==> src/rtl/mult4_seq_ctrl.sv <==
// Sequential 4x4 -> 8-bit multiplier controller driving one shared 2x2 core over four passes.
// Optional: MULT4_SEQ_ZERO_SKIP_EN sends zero-operand requests straight to DONE.
module mult4_seq_ctrl #(
    parameter bit IDLE_ZERO = 1'b1
) (
    input  logic       clk,
    input  logic       rst_n,
    input  logic       in_valid,
    output logic       in_ready,
    input  logic [3:0] in_a,
    input  logic [3:0] in_b,
    output logic       out_valid,
    input  logic       out_ready,
    output logic [7:0] out_p,
    output logic       busy,
    output logic       mul_en,
    output logic [1:0] mul_a,
    output logic [1:0] mul_b,
    input  logic [3:0] mul_p
);

    typedef enum logic [2:0] {
        StIdle,
        StLl,
        StLh,
        StHl,
        StHh,
        StDone
    } state_e;

    state_e     state_q;
    logic [3:0] a_q;
    logic [3:0] b_q;
    logic [7:0] acc_q;
    logic [1:0] hold_a_q;
    logic [1:0] hold_b_q;

    logic [1:0] pass_a;
    logic [1:0] pass_b;
    logic [2:0] shift;
    logic [7:0] pp;

    always_comb begin
        pass_a = 2'b00;
        pass_b = 2'b00;
        shift  = 3'd0;
        mul_en = 1'b0;
        case (state_q)
            StLl: begin
                pass_a = a_q[1:0];
                pass_b = b_q[1:0];
                shift  = 3'd0;
                mul_en = 1'b1;
            end
            StLh: begin
                pass_a = a_q[1:0];
                pass_b = b_q[3:2];
                shift  = 3'd2;
                mul_en = 1'b1;
            end
            StHl: begin
                pass_a = a_q[3:2];
                pass_b = b_q[1:0];
                shift  = 3'd2;
                mul_en = 1'b1;
            end
            StHh: begin
                pass_a = a_q[3:2];
                pass_b = b_q[3:2];
                shift  = 3'd4;
                mul_en = 1'b1;
            end
            default: ;
        endcase
    end

    always_comb begin
        pp = {4'b0000, mul_p} << shift;
    end

    // Outside passes the core inputs are either parked at zero or hold the last pass value.
    always_comb begin
        if (mul_en) begin
            mul_a = pass_a;
            mul_b = pass_b;
        end else if (IDLE_ZERO) begin
            mul_a = 2'b00;
            mul_b = 2'b00;
        end else begin
            mul_a = hold_a_q;
            mul_b = hold_b_q;
        end
    end

    always_comb begin
        in_ready  = (state_q == StIdle);
        out_valid = (state_q == StDone);
        busy      = (state_q != StIdle);
        out_p     = acc_q;
    end

    always_ff @(posedge clk or negedge rst_n) begin
        if (!rst_n) begin
            state_q  <= StIdle;
            a_q      <= 4'd0;
            b_q      <= 4'd0;
            acc_q    <= 8'd0;
            hold_a_q <= 2'b00;
            hold_b_q <= 2'b00;
        end else begin
            if (mul_en) begin
                acc_q    <= acc_q + pp;
                hold_a_q <= pass_a;
                hold_b_q <= pass_b;
            end
            case (state_q)
                StIdle: begin
                    if (in_valid) begin
                        a_q   <= in_a;
                        b_q   <= in_b;
                        acc_q <= 8'd0;
`ifdef MULT4_SEQ_ZERO_SKIP_EN
                        if ((in_a == 4'd0) || (in_b == 4'd0)) begin
                            state_q <= StDone;
                        end else begin
                            state_q <= StLl;
                        end
`else
                        state_q <= StLl;
`endif
                    end
                end
                StLl: state_q <= StLh;
                StLh: state_q <= StHl;
                StHl: state_q <= StHh;
                StHh: state_q <= StDone;
                StDone: begin
                    if (out_ready) begin
                        state_q <= StIdle;
                    end
                end
                default: state_q <= StIdle;
            endcase
        end
    end

endmodule
==> config.mk <==
export PLATFORM = sky130hd
export DESIGN_NAME = mult4_seq_ctrl
export DESIGN_NICKNAME = d
export VERILOG_FILES = /design/src/rtl/mult4_seq_ctrl.sv
export SDC_FILE = /design/constraint.sdc
export NUM_CORES = 1
export LEC_CHECK = 0
export ABC_CLOCK_PERIOD_IN_PS = 4200
export BUFFER_PORTS_ARGS = -buffer_cell sky130_fd_sc_hd__buf_4
export CORE_MARGIN = 2
export CORE_UTILIZATION = 57
export CTS_CLUSTER_DIAMETER = 30
export CTS_CLUSTER_SIZE = 40
export DETAILED_ROUTE_END_ITERATION = 10
export GPL_TIMING_DRIVEN = 0
export PLACE_DENSITY = 0.84
export SYNTH_ARGS = -nofsm -noshare
export SYNTH_HDL_FRONTEND = slang
export SYNTH_SLANG_ARGS = --single-unit
export TNS_END_PERCENT = 10
==> constraint.sdc <==
create_clock -name clk -period 4.2 [get_ports clk]
set_input_delay 0.84 -clock clk [delete_from_list [all_inputs] [get_ports clk]]
set_output_delay 0.84 -clock clk [all_outputs]
set_load 0.01 [all_outputs]
Word-level counts from Yosys, hierarchy flattened. Cells that the tools add are included.

Equality and inequality tests: 7. Reductions and logical operators: 10. Shift operators: 1. Multiplexer cells: 12. $add $sub $neg: 1.

Operators with widths (number): $mux W8 (3); $pmux W3 S6 (1); $reduce_or A2 Y1 (5); $add A8 B8 Y8 (1); $pmux W2 S2 (2); $shl A4 B3 Y8 (1); $eq A3 B2 Y1 const B (2); $eq A3 B3 Y1 const B (2); $mux W3 (2); $pmux W3 S2 (1); $mux W2 (2); $reduce_and A2 Y1 (2); $reduce_or A4 Y1 (1); $eq A3 B1 Y1 const B (1); $logic_not A3 Y1 (1); $reduce_bool A3 Y1 (1); $ne A2 B1 Y1 const B (1); $ne A2 B2 Y1 const B (1); $mux W1 (1).

Output and inout bits: 16. Word-level logic and storage cells: 35. Bits in registers: 19.

Longest topological paths before layout. Gate-level depths: netlist of the first run.

Depth in word-level cells: 8. Mapped depth: 11.

Worst setup path after synthesis of the first run. Ideal clock, no wire load.

Path kind: flip-flop to flip-flop. Start: register state_q[1]. End: register acc_q[6] (netlist: out_p[6]). Period minus slack after synthesis: 2.800 ns. Arrival: 2.668 ns. Path slack: 1.400 ns. Cell stages (with the launch flop): 11. Data required time: 4.069 ns. Buffers on the path: 1. Cells stage by stage: dfrtp_1 -> clkbuf_1 -> nand2_1 -> and3_1 -> ha_1 -> fa_1 -> a21o_1 -> a21oi_1 -> a2bb2oi_1 -> nor3b_1 -> or3b_1.

Word-level cells in the longest chain between the ends: 8. Elaborated cells between the ends (all ways): 14. Those cells by class: 1 x add/sub; 4 x eq/ne; 1 x shift; 5 x mux; 3 x reduce/logical.

Ends and longest elaborated chain: from (decl) (RTL line 31) `state_e state_q;`; from (signal assigned) (RTL line 104) `state_q <= StIdle;`; from (signal assigned) (RTL line 129) `state_q <= StLl;`; from (signal assigned) (RTL line 133) `StLl: state_q <= StLh;`; $eq A3 B2 Y1 (RTL line 48) `case (state_q)`; $reduce_or A2 Y1 (no line); $pmux W3 S2 (RTL line 48); $shl A4 B3 Y8 (RTL line 78) `pp = {4'b0000, mul_p} << shift;`; $add A8 B8 Y8 (RTL line 112) `acc_q <= acc_q + pp;`; $mux W8 (RTL line 111) `if (mul_en) begin`; $mux W8 (RTL line 118) `if (in_valid) begin`; $mux W8 (*) (RTL line 116) `case (state_q)`; to (signal assigned) (RTL line 112); to (decl) (RTL line 34) `logic [7:0] acc_q;`.

Mark *: on every way between the ends. The rest lies on a longest branch, timed or not. A chain may end at the register's enable or synchronous reset.

Worst setup path after layout of the first run. Ends and elaborated chain as after synthesis.

==> results_dict.tcl, run 1 <==
set metrics [dict create \
    grt.overflow.total 0 \
    peakVddDrop_mv 0.5302 \
    muxShareOfSynthArea 0.1136 \
    cts-resized-gates 0 \
    drive_gt1_frac 0.3143 \
    synth_area_mm2 0.001333 \
    crit_arrival_ns 3.35 \
    yosys.area_share.simple 0.2000 \
    dieArea_mm2 0.002741 \
    p_leak_nw 0.7797 \
    ys_seq_area_frac 0.3568 \
    drtPass1Iterations 4 \
    synthAdderAreaFrac 0.08075 \
    r2r_start "state_q[1]$_DFFE_PN0P_" \
    netlist_instances 140 \
    status "completed" \
    viasPerCell 5.754 \
    synth_compound_area_frac 0.1615 \
    cts_tree "yes" \
    grt_pass1_wl_um 4940 \
    period_minus_slack_ns 3.160 \
    worst_pin_slew_ns 0.4718 \
    ant_nets 0 \
    start_kind "register" \
    cts_inserted_buffers 3 \
    synth_top_family_by_area "simple AND/OR/NAND/NOR gates" \
    rsz0062_at_grt "false" \
    critical_path_class "reg -> reg" \
    final_common_cell "buf_4" \
    p_switching_mw 0.6330 \
    slew_violations 0 \
    cts_setup_buffers 0 \
    diodes 0 \
    grt_max_degree 20 \
    route.detailed.drc 0 \
    place_area_mm2 0.001600 \
    ys.flop_type "dfrtp_1" \
    r2r_end "out_p[6]$_DFF_PN0_" \
    tns_ns 0 \
    synth_top_area_frac 0.3568 \
    cts.root.buffer_cell "clkbuf_4" \
    synthXorXnorAreaFrac 0.03944 \
    ys_ff_latch 19 \
    syn_area_per_cell_um2 9.518 \
    setup_ws_ns 1.040 \
    fin_nets 200 \
    gp_congestion 0.7955 \
    clock_skew_ns 0.005277 \
    power.share.clock 0.067 \
    p_seq_frac 0.245 \
    p_sw_frac 0.4422 \
    crit_start "state_q[1]$_DFFE_PN0P_" \
    fmax_ghz 0.3165 \
    drv_cap 0 \
    wirelength_um 2874 \
    slew_headroom 0.6836 \
    htreeDepth 1 \
    rows 17 \
    grt_pass1_vias 1150 \
    start_util 0.6024 \
    clockBufferDepth 2 \
    layout_common_cells "buf_4 (31), dfrtp_1 (19), nor2_1 (15)" \
    worst_skew_pair.late_latency_ns 0.30 \
    setup_viol 0 \
    drt-initial-drc-count 37 \
    combPwrFrac 0.688 \
    die_h_um 52.35 \
    yosysWarningCount 0 \
    synth-edff-count 0 \
    final_cell_area_mm2 0.001628 \
    hold_class "in -> async" \
    required_ns 4.39 \
    wl_per_cell_um 14.16 \
    antenna_found_initial 0 \
    post-place-ws_ns 1.062 \
    holdBufCountCts 0 \
    die-width_um 52.35 \
    cts.sinks 19 \
    area_growth_pct 22.16 \
    grt_util_all_layers 0.2397 \
    powerDensity_mw_per_mm2 879.5 \
    core_mm2 0.002212 \
    period_share 0.7523 \
    ys_top_cells_by_area "dfrtp_1 (36%), mux2_2 (7.6%), ha_1 (6.6%), nor2_1 (4.2%), mux2i_1 (3.8%)" \
    worst-path-max-fanout 10 \
    synth_top_area_cell "dfrtp_1" \
    io_pins 32 \
    ys_types 42 \
    r2r_setup_slack_ns 1.04 \
    syn-num-nets 164 \
    synthArstFlopShare 1.000 \
    internal_power_mw 0.7987 \
    port_buffers 31 \
    ff2ff_path_depth 10 \
    final-hold-violation-count 0 \
    crit_path_end_kind "register" \
    clk_pin_slew_ns 0.12 \
    vias 1168 \
    place_hpwl_um 2226 \
]
## synth_stat cells (5+ instances only)
master / count
a21oi_1: 9
dfrtp_1: 19
ha_1: 7
mux2_2: 9
mux2i_1: 5
nand2_1: 11
nor2_1: 15
o21ai_0: 6
xnor2_1: 5
## metrics by stage
| stage | utilization | instances | power, mW | hold WS [ns] |
|---|---|---|---|---|
| 2_1_floorplan | - | 140 | 1.061 | 0.4810 |
| 3_3_place_gp | 0.7234 | 199 | 1.300 | 0.4925 |
| 3_5_place_dp | 0.7234 | 199 | 1.338 | 0.5016 |
| 4_1_cts | 0.7359 | 203 | 1.434 | 0.3960 |
| 5_1_grt | 0.7359 | 203 | 1.575 | 0.3930 |
| 6_report | 0.7359 | 203 | 1.432 | 0.3895 |
## cell families after synthesis
kind of cell    after synthesis
compound gates               32
simple gates                 49
mux                          14
buf+inv                      12
xor+xnor                      6
fa+ha+maj                     8
flops                        19
## sequential cells by signal (all words and copies together), names as in the netlist
signal   cells
a_q          4
b_q          4
out_p        8
state_q      3
## how the worst max path moves through the flow
stage | to | slack, ns | depth (start not counted)
floorplan | out_p[6]$_DFF_PN0_ | 1.40 | 10
global placement | out_p[6]$_DFF_PN0_ | 1.17 | 10
global route | out_p[6]$_DFF_PN0_ | 0.82 | 10
CTS | out_p[6]$_DFF_PN0_ | 1.05 | 10
finish | out_p[6]$_DFF_PN0_ | 1.04 | 10
detailed placement | out_p[6]$_DFF_PN0_ | 1.06 | 10
## per-layer routing
layer  up-vias  GRT usage  wire length (um)
li1        575          -                 -
met3         2    0.03714               125
met1       562     0.3218              1314
met5         -          0                 0
met4         0    0.05128                14
met2        29     0.4063              1419
## layout make-up
type,count,area (um^2)
multi-input cells,109,793.3
fillers,182,584.3
flip-flops and latches,19,475.5
repair buffers,31,232.7
plain buffers,8,48.80
well taps,28,35.03
clock buffers,3,22.52
inverters,4,15.01
clock inverters,1,5.005
## power by group through the flow
stage	sequential [mW]	combinational, mW	clock, mW
4_1_cts	0.350	0.988	0.0967
3_5_place_dp	0.354	0.985	0
3_3_place_gp	0.347	0.953	0
2_1_floorplan	0.356	0.705	0
5_1_grt	0.365	1.10	0.105
6_report	0.350	0.986	0.0957
## critical path: stages, from the launching register on
cell and delay [ns]:
dfrtp_1 0.47, clkbuf_1 0.41, nand2_1 0.24, and3_1 0.26
ha_1 0.21, fa_1 0.42, a21o_1 0.19, a21oi_1 0.21
a2bb2oi_1 0.24, nor3b_1 0.07, or3b_1 0.34
(Power assumes the default switching activity.)
==> run 2: changes to the inputs <==
--- a/config.mk
+++ b/config.mk
@@ -5,15 +5,15 @@
 export SDC_FILE = /design/constraint.sdc
 export NUM_CORES = 1
 export LEC_CHECK = 0
-export ABC_CLOCK_PERIOD_IN_PS = 4200
+export ABC_CLOCK_PERIOD_IN_PS = 2600
 export BUFFER_PORTS_ARGS = -buffer_cell sky130_fd_sc_hd__buf_4
 export CORE_MARGIN = 2
-export CORE_UTILIZATION = 57
+export CORE_UTILIZATION = 48
 export CTS_CLUSTER_DIAMETER = 30
 export CTS_CLUSTER_SIZE = 40
 export DETAILED_ROUTE_END_ITERATION = 10
 export GPL_TIMING_DRIVEN = 0
-export PLACE_DENSITY = 0.84
+export PLACE_DENSITY = 0.76
 export SYNTH_ARGS = -nofsm -noshare
 export SYNTH_HDL_FRONTEND = slang
 export SYNTH_SLANG_ARGS = --single-unit
==> constraint.sdc (replaced) <==
create_clock -name clk -period 2.6 [get_ports clk]
set_input_delay 0.52 -clock clk [delete_from_list [all_inputs] [get_ports clk]]
set_output_delay 0.52 -clock clk [all_outputs]
set_load 0.01 [all_outputs]
==> run 2 against run 1 <==
Net effect: first-iteration DRC count fell by 43%; flip-flop and latch count did not move; die area rose by 17%; sequential share of layout area fell by 1.5 points; via count rose by 1.7%; critical path depth rose by 1; worst hold slack got worse by 0.31 ns; non-clock buffer count rose by 3; design area rose by 5.5%; critical path type unchanged; highest routed layer unchanged.
==> results_dict.tcl, run 2 (same netlist as run 1, synthesis figures left out) <==
set metrics [dict create \
    status "completed" \
    viasPerCell 5.684 \
    io_pins 32 \
    setup_ws_ns 0.08374 \
    dieArea_mm2 0.003214 \
    clock_skew_ns 0.003811 \
    grt_max_degree 20 \
    critPathTopFamily "simple AND/OR/NAND/NOR gates" \
    wl_per_cell_um 14.86 \
    slowest_stage "dfrtp_1" \
    drv_cap 0 \
    cts.sinks 19 \
    p_leak_nw 0.8000 \
    crit_arrival_ns 2.70 \
    route.detailed.drc 0 \
    worst_skew_pair.late_latency_ns 0.29 \
    grt_util_all_layers 0.2051 \
    highest_layer "met4" \
    period_minus_slack_ns 2.516 \
    place_hpwl_um 2260 \
    final_common_cell "buf_4" \
    dr_wl_met2_um 1592 \
    layout_common_cells "buf_4 (34), dfrtp_1 (18), nor2_1 (15)" \
    clockBufferDepth 2 \
    start_kind "register" \
    place_area_mm2 0.001617 \
    ff2ff_path_depth 11 \
    peakVddDrop_mv 0.9149 \
    area_growth_pct 28.92 \
    stdcell_count 209 \
    period_share 0.9678 \
    drt-initial-drc-count 21 \
    grt.overflow.total 0 \
    hold_class "in -> async" \
    port_buffers 31 \
    drtPass1Iterations 4 \
    wirelength_um 3106 \
    wl_met1_um 1332 \
    slew_headroom 0.7395 \
    start_util 0.4960 \
    htreeDepth 1 \
    grt_pass1_vias 1191 \
    powerDensity_mw_per_mm2 1455 \
    placed_cells 202 \
    final_cell_area_mm2 0.001718 \
    final_util 0.6395 \
    ant_nets 0 \
    cts.root.buffer_cell "clkbuf_4" \
    hold_ws_ns 0.08325 \
    antenna_found_initial 0 \
    path_buf_inv 2 \
    vias 1188 \
    worst-path-max-fanout 10 \
    fin_nets 203 \
    clk_pin_slew_ns 0.11 \
    setup_viol 0 \
    required_ns 2.78 \
    fmax_ghz 0.3974 \
    crit_path_end_kind "register" \
    grt_pass1_wl_um 5161 \
    cp.depth 11 \
    worst_pin_slew_ns 0.3907 \
    wl_met3_um 110 \
    die_h_um 56.69 \
    largest_reg_flops 8 \
    die-width_um 56.69 \
    gp_congestion 0.8256 \
    core_mm2 0.002686 \
    slew_violations 0 \
    drive_gt1_frac 0.3708 \
    rows 19 \
    critical_path_class "reg -> reg" \
    cts_inserted_buffers 3 \
    post-place-ws_ns -0.1852 \
    cp_cell_sequence "buf_6, clkbuf_8, nand2_1, and3_1, ha_1, fa_2, a21o_1, a21oi_2, a2bb2oi_2, nor3b_1, or3b_1" \
    cts_tree "yes" \
    final-hold-violation-count 0 \
    diodes 0 \
    holdBufCountCts 0 \
    slowest_delay_ns 0.36 \
]
[run 2: cell count changes in the layout (fill, tap and decap cells not counted), sizes merged]
| cell | previous run | this run |
|---|---|---|
| clkinvlp | 0 | 1 |
| inv | 4 | 3 |
| clkinv | 1 | 0 |
| buf | 36 | 40 |
[run 2: per-layer routing]
layer  track usage  up-vias
met5             0        -
met4       0.08503        0
met3       0.03687        8
met2        0.3522       31
met1        0.2507      565
li1              -      584
[run 2: worst paths after layout]
kind / slack [ns] / end / startpoint
max: 0.08 / out_p[6]$_DFF_PN0_ / state_q[2]$_DFFE_PN0P_
min: 0.08 / out_p[7]$_DFF_PN0_ / rst_n
max reg2reg: 0.08 / out_p[6]$_DFF_PN0_ / state_q[2]$_DFFE_PN0P_
min reg2reg: 0.53 / b_q[2]$_DFFE_PN0P_ / b_q[2]$_DFFE_PN0P_
max in group asynchronous: 2.29 / state_q[1]$_DFFE_PN0P_ / rst_n
min in group clk: 0.45 / a_q[3]$_DFFE_PN0P_ / in_a[3]
[run 2: layout make-up]
class,count,area (um^2)
Inverter,4,23.77
Timing Repair Buffer,34,255.2
Multi-Input combinational cell,109,820.8
Clock buffer,4,26.28
Fill cell,233,968.4
Tap cell,31,38.79
Buffer,8,76.32
Sequential cell,19,476.7
[run 2: stage by stage]
stage	setup TNS, ns	total power, mW
6_report	0	2.499
5_1_grt	-0.01105	2.705
4_1_cts	0	2.413
3_5_place_dp	-0.2408	2.189
3_3_place_gp	-0.1929	2.123
2_1_floorplan	0	1.732
[run 2: power breakdown]
group	total, mW	switching (mW)	internal (mW)
registers	0.575	0.121	0.454
clock network	0.152	0.0926	0.0596
logic	1.77	0.893	0.879
total	2.50	1.11	1.39
[run 2: worst register-to-register path, cell delays in order, from the launching register on]
cell       delay, ns
dfrtp_1         0.36
buf_6           0.15
clkbuf_8        0.17
nand2_1         0.06
and3_1          0.17
ha_1            0.21
fa_2            0.36
a21o_1          0.19
a21oi_2         0.17
a2bb2oi_2       0.16
nor3b_1         0.06
or3b_1          0.34
[run 2: what timing repair did]
item | CTS | global route
gates resized for setup | 8 | 7
pin swaps | 1 | 2
setup endpoints to repair | 2 | 2
setup buffers | 1 | 2
gates cloned | 0 | 0
